===== src/rtl/sub_pkg.sv =====
// Shared types for the bit-serial subtractor: FSM state encoding and
// the full-subtractor mux truth tables. No ports (package).
package sub_pkg;

   typedef enum logic [1:0] {
      IDLE = 2'd0,
      RUN  = 2'd1,
      DONE = 2'd2
   } state_t;

   // What each leg of a cell mux carries.
   typedef enum logic [1:0] {
      LEG_BIN,
      LEG_NBIN,
      LEG_ZERO,
      LEG_ONE
   } leg_t;

   // Mux tables indexed by the select {a,b}: 00, 01, 10, 11.
   localparam leg_t D_LEG [4] = '{LEG_BIN, LEG_NBIN, LEG_NBIN, LEG_BIN};
   localparam leg_t BO_LEG [4] = '{LEG_BIN, LEG_ONE, LEG_ZERO, LEG_BIN};

   function automatic logic leg_val(input leg_t leg, input logic bin);
      logic v;
      v = bin;
      case (leg)
         LEG_BIN:  v = bin;
         LEG_NBIN: v = ~bin;
         LEG_ZERO: v = 1'b0;
         LEG_ONE:  v = 1'b1;
         default:  v = bin;
      endcase
      return v;
   endfunction

endpackage


===== src/rtl/fs_mux_cell.sv =====
// Full-subtractor cell built from two 4:1 muxes selected by {a,b}.
// Ports: a, b, bin (borrow in) -> d (difference), bout (borrow out).
module fs_mux_cell
   import sub_pkg::*;
(
   input  logic a,
   input  logic b,
   input  logic bin,
   output logic d,
   output logic bout
);

   logic [1:0] sel;

   assign sel  = {a, b};
   assign d    = leg_val(D_LEG[sel], bin);
   assign bout = leg_val(BO_LEG[sel], bin);

endmodule


===== src/rtl/serial_subtractor.sv =====
// Bit-serial a - b, LSB first, one bit per clock, with a done pulse.
// Ports: clk, rst (sync, active-high), start, a, b -> busy, done,
//        diff (a - b mod 2^WIDTH), borrow_out (1 iff a < b).
module serial_subtractor
   import sub_pkg::*;
#(
   parameter  int WIDTH = 8,
   localparam int CNT_W = $clog2(WIDTH + 1)
) (
   input  logic             clk,
   input  logic             rst,
   input  logic             start,
   input  logic [WIDTH-1:0] a,
   input  logic [WIDTH-1:0] b,
   output logic             busy,
   output logic             done,
   output logic [WIDTH-1:0] diff,
   output logic             borrow_out
);

   state_t           state;
   state_t           state_nx;
   logic [WIDTH-1:0] sa;
   logic [WIDTH-1:0] sb;
   logic [WIDTH-1:0] sr;
   logic             bff;
   logic [CNT_W-1:0] cnt;
   logic             d;
   logic             bo;
   logic             last;

   fs_mux_cell u_cell (
      .a    (sa[0]),
      .b    (sb[0]),
      .bin  (bff),
      .d    (d),
      .bout (bo)
   );

   assign last = (cnt == CNT_W'(WIDTH - 1));

   always_comb begin
      state_nx = state;
      unique case (state)
         IDLE:    if (start) state_nx = RUN;
         RUN:     if (last) state_nx = DONE;
         DONE:    state_nx = IDLE;
         default: state_nx = IDLE;
      endcase
   end

   always_ff @(posedge clk) begin
      if (rst) begin
         state      <= IDLE;
         sa         <= '0;
         sb         <= '0;
         sr         <= '0;
         bff        <= 1'b0;
         cnt        <= '0;
         diff       <= '0;
         borrow_out <= 1'b0;
      end else begin
         state <= state_nx;
         if (state == IDLE && start) begin
            sa  <= a;
            sb  <= b;
            bff <= 1'b0;
            cnt <= '0;
         end else if (state == RUN) begin
            sr  <= {d, sr[WIDTH-1:1]};
            sa  <= sa >> 1;
            sb  <= sb >> 1;
            bff <= bo;
            cnt <= cnt + CNT_W'(1);
            // Results move only here, so they never glitch mid-RUN.
            if (last) begin
               diff       <= {d, sr[WIDTH-1:1]};
               borrow_out <= bo;
            end
         end
      end
   end

   assign busy = (state != IDLE);
   assign done = (state == DONE);

endmodule

===== config.mk =====
export PLATFORM = sky130hd
export DESIGN_NAME = serial_subtractor
export DESIGN_NICKNAME = d
export VERILOG_FILES = /design/src/rtl/sub_pkg.sv /design/src/rtl/fs_mux_cell.sv /design/src/rtl/serial_subtractor.sv
export SDC_FILE = /design/constraint.sdc
export NUM_CORES = 1
export LEC_CHECK = 0
export ABC_AREA = 1
export CORE_MARGIN = 2
export CORE_UTILIZATION = 45
export CTS_CLUSTER_DIAMETER = 40
export DETAILED_ROUTE_END_ITERATION = 8
export PLACE_DENSITY_LB_ADDON = 0.3
export SYNTH_ARGS = -nofsm -noshare
export SYNTH_HDL_FRONTEND = slang
export SYNTH_SLANG_ARGS = --single-unit

===== constraint.sdc =====
create_clock -name clk -period 1.6 [get_ports clk]
set_input_delay 0.48 -clock clk [delete_from_list [all_inputs] [get_ports clk]]
set_output_delay 0.48 -clock clk [all_outputs]
set_load 0.1 [all_outputs]

# [After elaboration in Yosys (flattened, before gate mapping)]
# Index checks and enable logic that the tools add are counted.
[classes] add_sub_neg=1 n_reduce_logical=10 n_lt_le_gt_ge=1 muxes=15 bitwise_logic=3 n_eq_ne=11
[op_table] cell="$mux W8" count=4
[op_table] cell="$mux W2" count=6
[op_table] cell="$eq A2 B2 Y1 const B" count=5
[op_table] cell="$bmux W2 S2" count=2
[op_table] cell="$pmux W1 S4" count=2
[op_table] cell="$eq A2 B1 Y1 const B" count=3
[op_table] cell="$logic_not A2 Y1" count=3
[op_table] cell="$add A4 B1 Y4 const B" count=1
[op_table] cell="$eq A4 B3 Y1 const B" count=1
[op_table] cell="$ne A2 B2 Y1 const B" count=2
[op_table] cell="$pmux W2 S2" count=1
[op_table] cell="$reduce_and A2 Y1" count=2
[op_table] cell="$reduce_bool A2 Y1" count=2
[op_table] cell="$ge A3 B3 Y1 const B" count=1
[op_table] cell="$not A2 Y3" count=1
[op_table] cell="$reduce_and A3 Y1" count=1
[op_table] cell="$not A1 Y1" count=2
[op_table] cell="$reduce_or A2 Y1" count=1
[op_table] cell="$logic_and A1 B1 Y1" count=1
[totals] ff_bits=40 in_bits=19 output_inout_bits=11

# [Longest topological paths before layout]
# Gate-level depths: netlist of run 1.
[logic_depth] word_depth=6 mapped_depth=7 mapped_depth_nobuf=7

# [By module]
# From an unflattened synthesis of run 1, not the netlist that was laid out.
[hier_totals] hier_cells=260 hier_area_um2=1870.5
[by_module_without_submodules] module="serial_subtractor" seq_area_each_um2=780.7 area_each_um2=1843.0 cells_per_inst=257 instances=1
[by_module_without_submodules] module="fs_mux_cell" seq_area_each_um2=0.0 area_each_um2=27.5 cells_per_inst=3 instances=1

# [Least setup slack after synthesis of run 1]
# Ideal clock, no wire load.
[synth_timing] kind="register to output" start="register state[1]" end="output port done" slack_ps=-860 n_path_buf=1 path_stages_with_launch=4 arrival_ps=1980 path_cell_list="dfxtp_1 inv_2 buf_2 nor2_1"
[synth_between] elab_chain_cells=1
[synth_rtl] item="start: declaration" line="serial_subtractor.sv:21" source="state_t state;"
[synth_rtl] item="start signal: assignment" line="serial_subtractor.sv:63" source="state <= state_nx;"
[synth_rtl] item="$eq A2 B2 Y1" line="serial_subtractor.sv:85" source="assign done = (state == DONE);"
[synth_rtl] item="end: declaration" line="serial_subtractor.sv:16" source="output logic done,"
# Every way passes these cells.

# [Worst setup path in the final report of run 1]
[layout_timing] start="register state[0]" end="output port busy"
[layout_between] elab_chain_cells=1
[layout_rtl] item="$reduce_bool A2 Y1" line="serial_subtractor.sv:84" source="assign busy = (state != IDLE);"
[layout_rtl] item="end: declaration" line="serial_subtractor.sv:15" source="output logic busy,"
# Every way passes these cells.

==> flow_summary_export.csv, run 1 <==
group,metric,value,unit
run_status,outcome,"completed",
final_layout,final_util,61.4,%
sta,finalSetupViolCount,0,
grt,grt_max_degree,18,
routing,viasPerCell,4.89,
placement,gp_congestion,0.769,
routing,initialDrtViolationCount,91,
yosys,synth_top_area_share,42.8,%
placement,place_area,2300,sq um
yosys,postSynthAreaPerCell,7.09,sq um
yosys,yosysWarnings,0,
final_layout,drive_gt1_share,16.6,%
clock_tree,root_buffer,"clkbuf_8",
worst_setup_path,crit_arrival,1090,ps
yosys,synth_xor_xnor_area_share,0.480,%
power_and_ir_drop,p_switching,555,uW
worst_setup_path,crit-reg2reg-capture,"diff[1]",
sta,finalMaxSlewViolations,0,
worst_setup_path,r2r_cells,7,
grt,antenna_found_initial,0,
yosys,synth-compound-area-share,10.2,%
worst_hold_path,hp-class,"flop to flop",
die,die_area,4580,sq um
yosys,synthTopCellsByArea,"dfxtp_1, nand2_1, nand3_1",
worst_setup_path,critPathMaxFanout,3,
power_and_ir_drop,clock_power_share,32.1,%
yosys,synth_area,1820,sq um
clock_tree,cts_made_buffers,5,
yosys,synth_top_cell_by_area,"dfxtp_1",
die,row_count,23,
sta,fin_crit_sh,98.2,%
worst_setup_path,cp-start-kind,"flop",
yosys,netlist_instances,257,
placement,io_buffers,29,
grt,grt_pass1_wl,6510,microns
die,die_y,67.7,microns
routing,drtPass1Iterations,4,
yosys,synth_cell_types,23,
power_and_ir_drop,intPower,1470,uW
routing,remaining_drc_errors,0,
worst_setup_path,worst_r2r_startpoint,"cnt[1]",
clock_tree,cts_tree,"done",
final_layout,antenna_cells,0,
worst_setup_path,crit_path_end_kind,"output pin",
yosys,syn-num-nets,278,
clock_tree,clock_path_buffers,2,
sta,rsz0062_at_grt,"yes",
sta,slew_headroom,79.5,%
worst_hold_path,min_to,"sr[1]",
yosys,synth_top_family_by_area,"simple AND/OR/NAND/NOR gates",
yosys,synth-seq-cells,39,
grt,grt_pass1_vias,1489,
final_layout,area_growth,32.8,%
power_and_ir_drop,netSwitchingFraction,27.4,%
sta,worst_pin_slew,307,ps
clock_tree,h-tree-depth,2,
clock_tree,clock_latency,300,ps
placement,hpwlAfterDp,2640,microns
yosys,yosys.area_share.simple,33.5,%
flow_run,maxCapViolations,0,
die,start_util,46.2,%
worst_setup_path,reg2reg_slack,230,ps
routing,antenna_left,0,
yosys,synthAdderAreaFrac,1.78,%
worst_hold_path,hp-start,"sr[1]",
final_layout,final_cell_mix,"nand2_1, dfxtp_1, nand3_1",
routing,wl,3670,microns
power_and_ir_drop,peakVddDrop,0.000517,V
worst_setup_path,cp.required,1120,ps
routing,wire_per_inst,10.6,microns
final_layout,layout_commonest_cell,"nand2_1",
yosys,synth_mux_area_share,0,%
clock_tree,clock_sinks,39,
final_layout,design_area,2420,sq um
sta,fin_skew,7.95,ps
sta,fin_crit,1570,ps
grt,overflow,0,
yosys,synth_seq_area_share,42.8,%
grt,track_usage,19.0,%
power_and_ir_drop,powerDensity,836,nW/um^2
worst_hold_path,hold_path_depth,2,
die,core_region_area,3940,sq um
clock_tree,clk_pin_slew,70,ps
final_layout,final_nets,315,
power_and_ir_drop,p_leak,0.00107,uW
power_and_ir_drop,p_seq_share,51.9,%
sta,hold_violations,0,
die,die_w,67.7,microns
routing,vias,1688,
sta,fmax,0.637,GHz
power_and_ir_drop,power_frac_comb,16.0,%
die,ios,30,
worst_setup_path,crit_type,"flop to output pin",
## area by class of cell
| cell class | instances | area [sq um] |
|---|---|---|
| flip-flops and latches | 39 | 788 |
| multi-input cells | 174 | 845 |
| clock inverters | 2 | 12.5 |
| repair buffers | 43 | 518 |
| fillers | 359 | 1520 |
| clock buffers | 6 | 72.6 |
| well taps | 50 | 62.6 |
| inverters | 31 | 123 |
## through the flow
stage / total power [uW] / TNS, ps / instances / hold WS, ps / worst slack (ps)
detailed placement: 1390 / -1100 / 335 / 454 / -71.1
CTS: 2040 / 0 / 343 / 467 / 1.42
finish: 2020 / 0 / 345 / 465 / 29.5
global route: 2140 / -16.5 / 345 / 482 / -16.5
global placement: 1380 / -760 / 335 / 444 / -51.5
floorplan: 1290 / -48.5 / 257 / 429 / -25.1
## state kept, by name (all words and copies together) (netlist names)
register	count
sa	8
bff	1
borrow_out	1
diff	8
cnt	4
sb	8
sr	7
state	2
## worst max-delay path: stages, from the launching register on
cell	delay (ps)
dfxtp_4	370
nor2_4	150
clkinvlp_4	110
buf_12	170
## logic make-up (layout without fill, tap and decap cells)
family / count (synthesis) / in the layout
AND/OR/NAND/NOR: 137 / 137
buffers and inverters: 44 / 82
flip-flops: 39 / 39
AO/OA/AOI/OAI: 34 / 34
adder cells (fa/ha/maj): 2 / 2
XOR/XNOR: 1 / 1
## how the worst max path moves through the flow
stage / endpoint / depth (start not counted) / from / slack (ps)
final: busy / 3 / state[0] / 30
after global placement: sa[2] / 5 / start / -50
after detailed placement: sa[1] / 5 / start / -70
after CTS: busy / 3 / state[1] / 1
after global routing: busy / 3 / state[0] / -20
after floorplan: busy / 4 / state[0] / -30
## what timing repair did
action	CTS	global route
endpoints found under the hold margin	0	0
gates resized for setup	3	1
pin swaps	0	1
gates cloned	0	0
setup buffers	0	2
hold buffers	0	0
endpoints found under the setup margin	2	2
## power groups by stage
stage          clock [uW]  combinational (uW)  sequential, uW
2_1_floorplan           0                 222            1060
3_3_place_gp            0                 308            1070
3_5_place_dp            0                 311            1080
4_1_cts               673                 313            1050
5_1_grt               720                 363            1060
6_report              650                 323            1050
## routing by layer
| layer | up-vias | wire [microns] | track usage, % | part of all wire (%) |
|---|---|---|---|---|
| met5 | - | 0 | 0 | 0 |
| met4 | 0 | 70 | 6.89 | 1.9 |
| met3 | 7 | 189 | 5.67 | 5.2 |
| met2 | 44 | 1680 | 29.8 | 46 |
| met1 | 759 | 1730 | 24.5 | 47 |
| li1 | 878 | - | - | - |
## cell usage after synthesis
master	number
nand2_1	78
dfxtp_1	39
nand3_1	34
inv_1	28
a21oi_1	25
nor2_1	17
o21ai_1	6
buf_2	4
buf_6	4
clkbuf_1	3
inv_2	3
nand2_4	3
nor2_4	3
a21oi_2	1
buf_4	1
clkbuf_2	1
fa_1	1
ha_1	1
nand3_2	1
nor2_2	1
o21ai_0	1
o21ai_4	1
xor2_1	1
Note: power is estimated with default switching activity, not from simulation.
==> run 2, diff against run 1 <==
CORE_UTILIZATION = 35   (was 45)
==> flow_summary_export.csv, run 2 (synthesized netlist as in run 1, its figures left out) <==
group,metric,value,unit
clock_tree,cts_tree,"done",
die,core_region_area,5070,sq um
final_layout,drive_gt1_share,15.8,%
die,row_count,26,
final_layout,multi_input_area,845,sq um
routing,antenna_left,0,
die,die_area,5800,sq um
grt,track_usage,14.4,%
routing,remaining_drc_errors,0,
sta,hold_violations,0,
clock_tree,h-tree-depth,2,
routing,initialDrtViolationCount,131,
sta,fin_crit,1560,ps
sta,fmax,0.640,GHz
sta,slew_headroom,81.3,%
final_layout,fillCellCount,527,
worst_hold_path,min_to,"diff[6]",
grt,grt_pass1_wl,6870,microns
placement,io_buffers,29,
die,ios,30,
final_layout,final_nets,312,
sta,fin_crit_sh,97.6,%
clock_tree,root_buffer,"clkbuf_8",
final_layout,antenna_cells,0,
final_layout,fin_cells,362,
clock_tree,post-cts-setup-buffer-count,0,
routing,viasPerCell,4.66,
die,die_w,76.2,microns
worst_setup_path,slowest_delay,370,ps
routing,wl,3840,microns
worst_setup_path,critPathMaxFanout,3,
clock_tree,hold_buffers,0,
routing,vias,1688,
power_and_ir_drop,powerDensity,860,nW/um^2
worst_setup_path,critPathTopFamily,"flip-flops",
worst_setup_path,crit-reg2reg-capture,"borrow_out",
sta,rsz0062_at_grt,"yes",
worst_setup_path,crit_slowest_cell,"dfxtp_4",
power_and_ir_drop,p_leak,0.00106,uW
worst_setup_path,crit_path_end_kind,"output pin",
final_layout,layout_commonest_cell,"nand2_1",
worst_hold_path,hold_path_depth,2,
run_status,outcome,"completed",
sta,finalMaxSlewViolations,0,
final_layout,final_cell_mix,"nand2_1, dfxtp_1, nand3_1",
sta,finalSetupViolCount,0,
final_layout,final_util,47.7,%
clock_tree,cts_made_buffers,5,
clock_tree,clock_latency,280,ps
clock_tree,clock_sinks,39,
worst_setup_path,crit_arrival,1080,ps
final_layout,area_growth,32.8,%
worst_hold_path,hp-class,"flop to flop",
worst_setup_path,crit_type,"flop to output pin",
die,die_y,76.2,microns
placement,gp_congestion,0.792,
worst_hold_path,hp-start,"sr[7]",
power_and_ir_drop,peakVddDrop,0.000479,V
placement,placedCellCount,354,
grt,grt_pass1_vias,1511,
worst_setup_path,cp-start-kind,"flop",
clock_tree,cts_resized,2,
worst_setup_path,reg2reg_slack,260,ps
worst_setup_path,worst_r2r_startpoint,"cnt[0]",
grt,overflow,0,
final_layout,seq_area,786,sq um
worst_setup_path,cp.required,1120,ps
grt,antenna_found_initial,0,
routing,drtPass1Iterations,4,
flow_run,maxCapViolations,0,
routing,wire_per_inst,10.6,microns
placement,hpwlAfterDp,2750,microns
sta,worst_pin_slew,279,ps
die,start_util,35.9,%
grt,grt_max_degree,16,
worst_setup_path,path_cells,"nor2_4 -> clkinvlp_4 -> buf_12",
worst_setup_path,r2r_cells,7,
sta,fin_skew,4.73,ps
clock_tree,clock_path_buffers,2,
final_layout,largest_registers,"diff: 8 flops, sa: 8 flops, sb: 8 flops",
worst_setup_path,worstPathBufferInverterCount,2,
clock_tree,clk_pin_slew,70,ps
-- run 2: cell types whose count changed in the layout (fill, tap and decap cells not counted), sizes merged --
cell,before,now
clkinvlp,2,1
buf,25,22
clkbuf,6,8
clkinv,1,0
-- run 2: how the worst max path moves through the flow --
stage,slack (ps),start,endpoint,cells past startpoint
after CTS,20,state[1],busy,3
after floorplan,-30,state[0],busy,4
after detailed placement,-110,start,sb[5],5
final,40,state[1],busy,3
after global routing,-2,state[1],busy,3
after global placement,-90,start,sb[5],5
-- run 2: cell type report --
cell class                      instances  area share [%]
Timing Repair Buffer                   40            19.9
Clock buffer                            8            4.13
Sequential cell                        39            32.5
Tap cell                               70            3.62
Multi-Input combinational cell        174            34.9
Inverter                               31            4.96
-- run 2: worst reg2reg max path: cells and delay by family (launching register included) --
family        cells  cell delay [ps]
fa+ha+maj         1              220
flops             1              350
simple gates      6              720
-- run 2: stage by stage --
| stage | instance area, sq um | setup WS [ps] | hold WS, ps | TNS, ps | power (uW) |
|---|---|---|---|---|---|
| 4_1_cts | 2420 | 21.4 | 463 | 0 | 2110 |
| 3_5_place_dp | 2320 | -109 | 454 | -1150 | 1390 |
| 3_3_place_gp | 2320 | -93.4 | 441 | -863 | 1390 |
| 6_report | 2420 | 38.0 | 459 | 0 | 2080 |
| 2_1_floorplan | 1840 | -25.1 | 429 | -48.5 | 1290 |
| 5_1_grt | 2420 | -2.43 | 487 | -2.43 | 2190 |
-- run 2: metal layers --
layer  part of all wire, %  GRT usage, %  routed length (microns)  vias up
met4                   1.4          5.45                       54        0
met1                    49          19.5                     1870      774
met3                   5.0          2.84                      190        5
met2                    45          22.7                     1720       38
met5                     0             0                        0        -
li1                      -             -                        -      871
-- run 2: report_power, final --
group | leakage (uW) | switching (uW) | internal (uW)
registers | 0.000320 | 31.0 | 1020
logic | 0.000686 | 179 | 135
clock network | 0.0000515 | 322 | 393
total | 0.00106 | 532 | 1550
==> run 3, diff against run 2 <==
ABC_AREA = unset   (was 1)
==> flow_summary_export.csv, run 3 <==
group,metric,value,unit
run_status,outcome,"completed",
sta,hold_violations,0,
worst_setup_path,crit_path_end_kind,"output pin",
flow_run,maxCapViolations,0,
yosys,synthTopCellsByArea,"dfxtp_1, a21oi_1, nand2_1",
yosys,netlist_instances,197,
placement,placedCellCount,276,
sta,slew_headroom,72.5,%
final_layout,seq_area,788,sq um
die,die_w,72.6,microns
clock_tree,h-tree-depth,2,
final_layout,final_cell_mix,"dfxtp_1, a21oi_1, nand2_1",
worst_setup_path,crit_end,"busy",
clock_tree,clock_latency,290,ps
clock_tree,clk_pin_slew,80,ps
power_and_ir_drop,p_leak,0.000856,uW
worst_setup_path,reg2reg_slack,140,ps
routing,drtPass1Iterations,4,
sta,rsz0062_at_grt,"no",
routing,remaining_drc_errors,0,
yosys,postSynthAreaPerCell,8.36,sq um
grt,antenna_found_initial,0,
die,die_y,72.6,microns
worst_setup_path,crit_arrival,1050,ps
grt,grt_pass1_vias,1455,
placement,hpwlAfterDp,2440,microns
final_layout,final_util,52.3,%
sta,fmax,0.652,GHz
sta,finalSetupViolCount,0,
die,die_area,5270,sq um
worst_hold_path,hp-class,"flop to flop",
final_layout,multi_input_area,769,sq um
clock_tree,clock_path_buffers,2,
worst_hold_path,hp-start,"sa[3]",
yosys,synth_edf_count,0,
worst_setup_path,worst_r2r_startpoint,"state[1]",
yosys,syn-num-nets,218,
worst_setup_path,crit_start,"state[0]",
sta,fin_crit_sh,95.8,%
yosys,synth-seq-cells,39,
yosys,post-synth-top-count-cell,"dfxtp_1",
clock_tree,root_buffer,"clkbuf_8",
yosys,synth_top_area_share,47.4,%
routing,viasPerCell,5.14,
sta,worst_pin_slew,412,ps
final_layout,drive_gt1_share,20.4,%
final_layout,largest_registers,"diff: 8 flops, sa: 8 flops, sb: 8 flops",
yosys,yosys-top-cells-count,"dfxtp_1, a21oi_1, nand2_1",
worst_setup_path,r2r_cells,5,
worst_setup_path,critPathMaxFanout,3,
sta,hold_ws,459,ps
final_layout,area_growth,41.2,%
sta,fin_crit,1530,ps
clock_tree,cts_tree,"done",
final_layout,layout_commonest_cell,"dfxtp_1",
die,start_util,37.0,%
yosys,async_flop_share,0,%
clock_tree,clock_sinks,39,
grt,grt_pass1_wl,6430,microns
sta,finalMaxSlewViolations,0,
final_layout,antenna_cells,0,
yosys,synth_seq_area_share,47.4,%
yosys,synthFlopType,"dfxtp_1",
worst_setup_path,cp.required,1120,ps
grt,track_usage,15.5,%
worst_setup_path,cp-start-kind,"flop",
yosys,synth_area,1650,sq um
routing,initialDrtViolationCount,78,
sta,fin_skew,6.74,ps
clock_tree,cts_made_buffers,5,
die,core_region_area,4440,sq um
die,row_count,24,
yosys,synth_cell_types,29,
routing,vias,1476,
power_and_ir_drop,peakVddDrop,0.000487,V
yosys,yosysWarnings,0,
grt,overflow,0,
sta,fin_setup_tns,0,ps
die,ios,30,
worst_setup_path,crit-reg2reg-capture,"sb[1]",
grt,grt_max_degree,21,
routing,wl,3700,microns
final_layout,final_nets,255,
final_layout,fillCellCount,441,
placement,gp_congestion,0.763,
placement,io_buffers,29,
yosys,synth_top_cell_by_area,"dfxtp_1",
clock_tree,hold_buffers,0,
routing,wire_per_inst,12.9,microns
worst_setup_path,crit_type,"flop to output pin",
power_and_ir_drop,powerDensity,947,nW/um^2
routing,antenna_left,0,
final_layout,fin_cells,287,
-- run 3: cell type report --
type,count,area share (%)
Sequential cell,39,33.9
Multi-Input combinational cell,139,33.1
Timing Repair Buffer,47,24.8
Clock buffer,6,3.55
Tap cell,52,2.80
Clock inverter,2,1.51
Inverter,2,0.323
-- run 3: cell families after synthesis --
| group | after synthesis | synth area share (%) |
|---|---|---|
| DFF | 39 | 47.4 |
| and+or+nand+nor | 74 | 20.7 |
| buffers and inverters | 19 | 6.84 |
| adders and majority gates | 2 | 1.98 |
| AOI/OAI and AO/OA | 61 | 22.0 |
| xor gates and xnor gates | 2 | 1.06 |
-- run 3: worst min-delay path by stage --
stage                     endpoint  slack, ps  depth (start not counted)
after floorplan              sr[1]        440                          2
after global placement       sa[1]        440                          2
after detailed placement     sa[1]        450                          2
after CTS                    sa[1]        460                          2
after global routing         sa[2]        470                          2
final                        sa[2]        460                          2
-- run 3: where the power goes --
| group | total (uW) | switching (uW) | internal, uW |
|---|---|---|---|
| sequential | 1040 | 28.2 | 1010 |
| combinational | 315 | 159 | 156 |
| clock | 846 | 341 | 505 |
-- run 3: worst max-delay path: stages, from the launching register on --
cell     delay [ps]
dfxtp_4         350
or2_4           250
buf_12          160
-- run 3: per-layer routing --
metal	wire length [microns]	track usage [%]	part of all wire [%]
met1	1820	20.5	49
met4	29	5.35	0.78
met2	1690	24.6	46
met5	0	0	0
met3	156	3.73	4.2
-- run 3: stage by stage --
step | setup WS (ps) | power, uW | cell area (sq um)
floorplan | 183 | 1250 | 1650
global placement | -296 | 1360 | 2160
detailed placement | -297 | 1370 | 2160
CTS | 1.97 | 2210 | 2310
global route | 21.4 | 2310 | 2320
finish | 66.5 | 2200 | 2320
-- run 3: timing repair --
item                                    4_1_cts  5_1_grt
endpoints found under the setup margin        2        6
buffers inserted                              3        0
gates resized for setup                       5        3
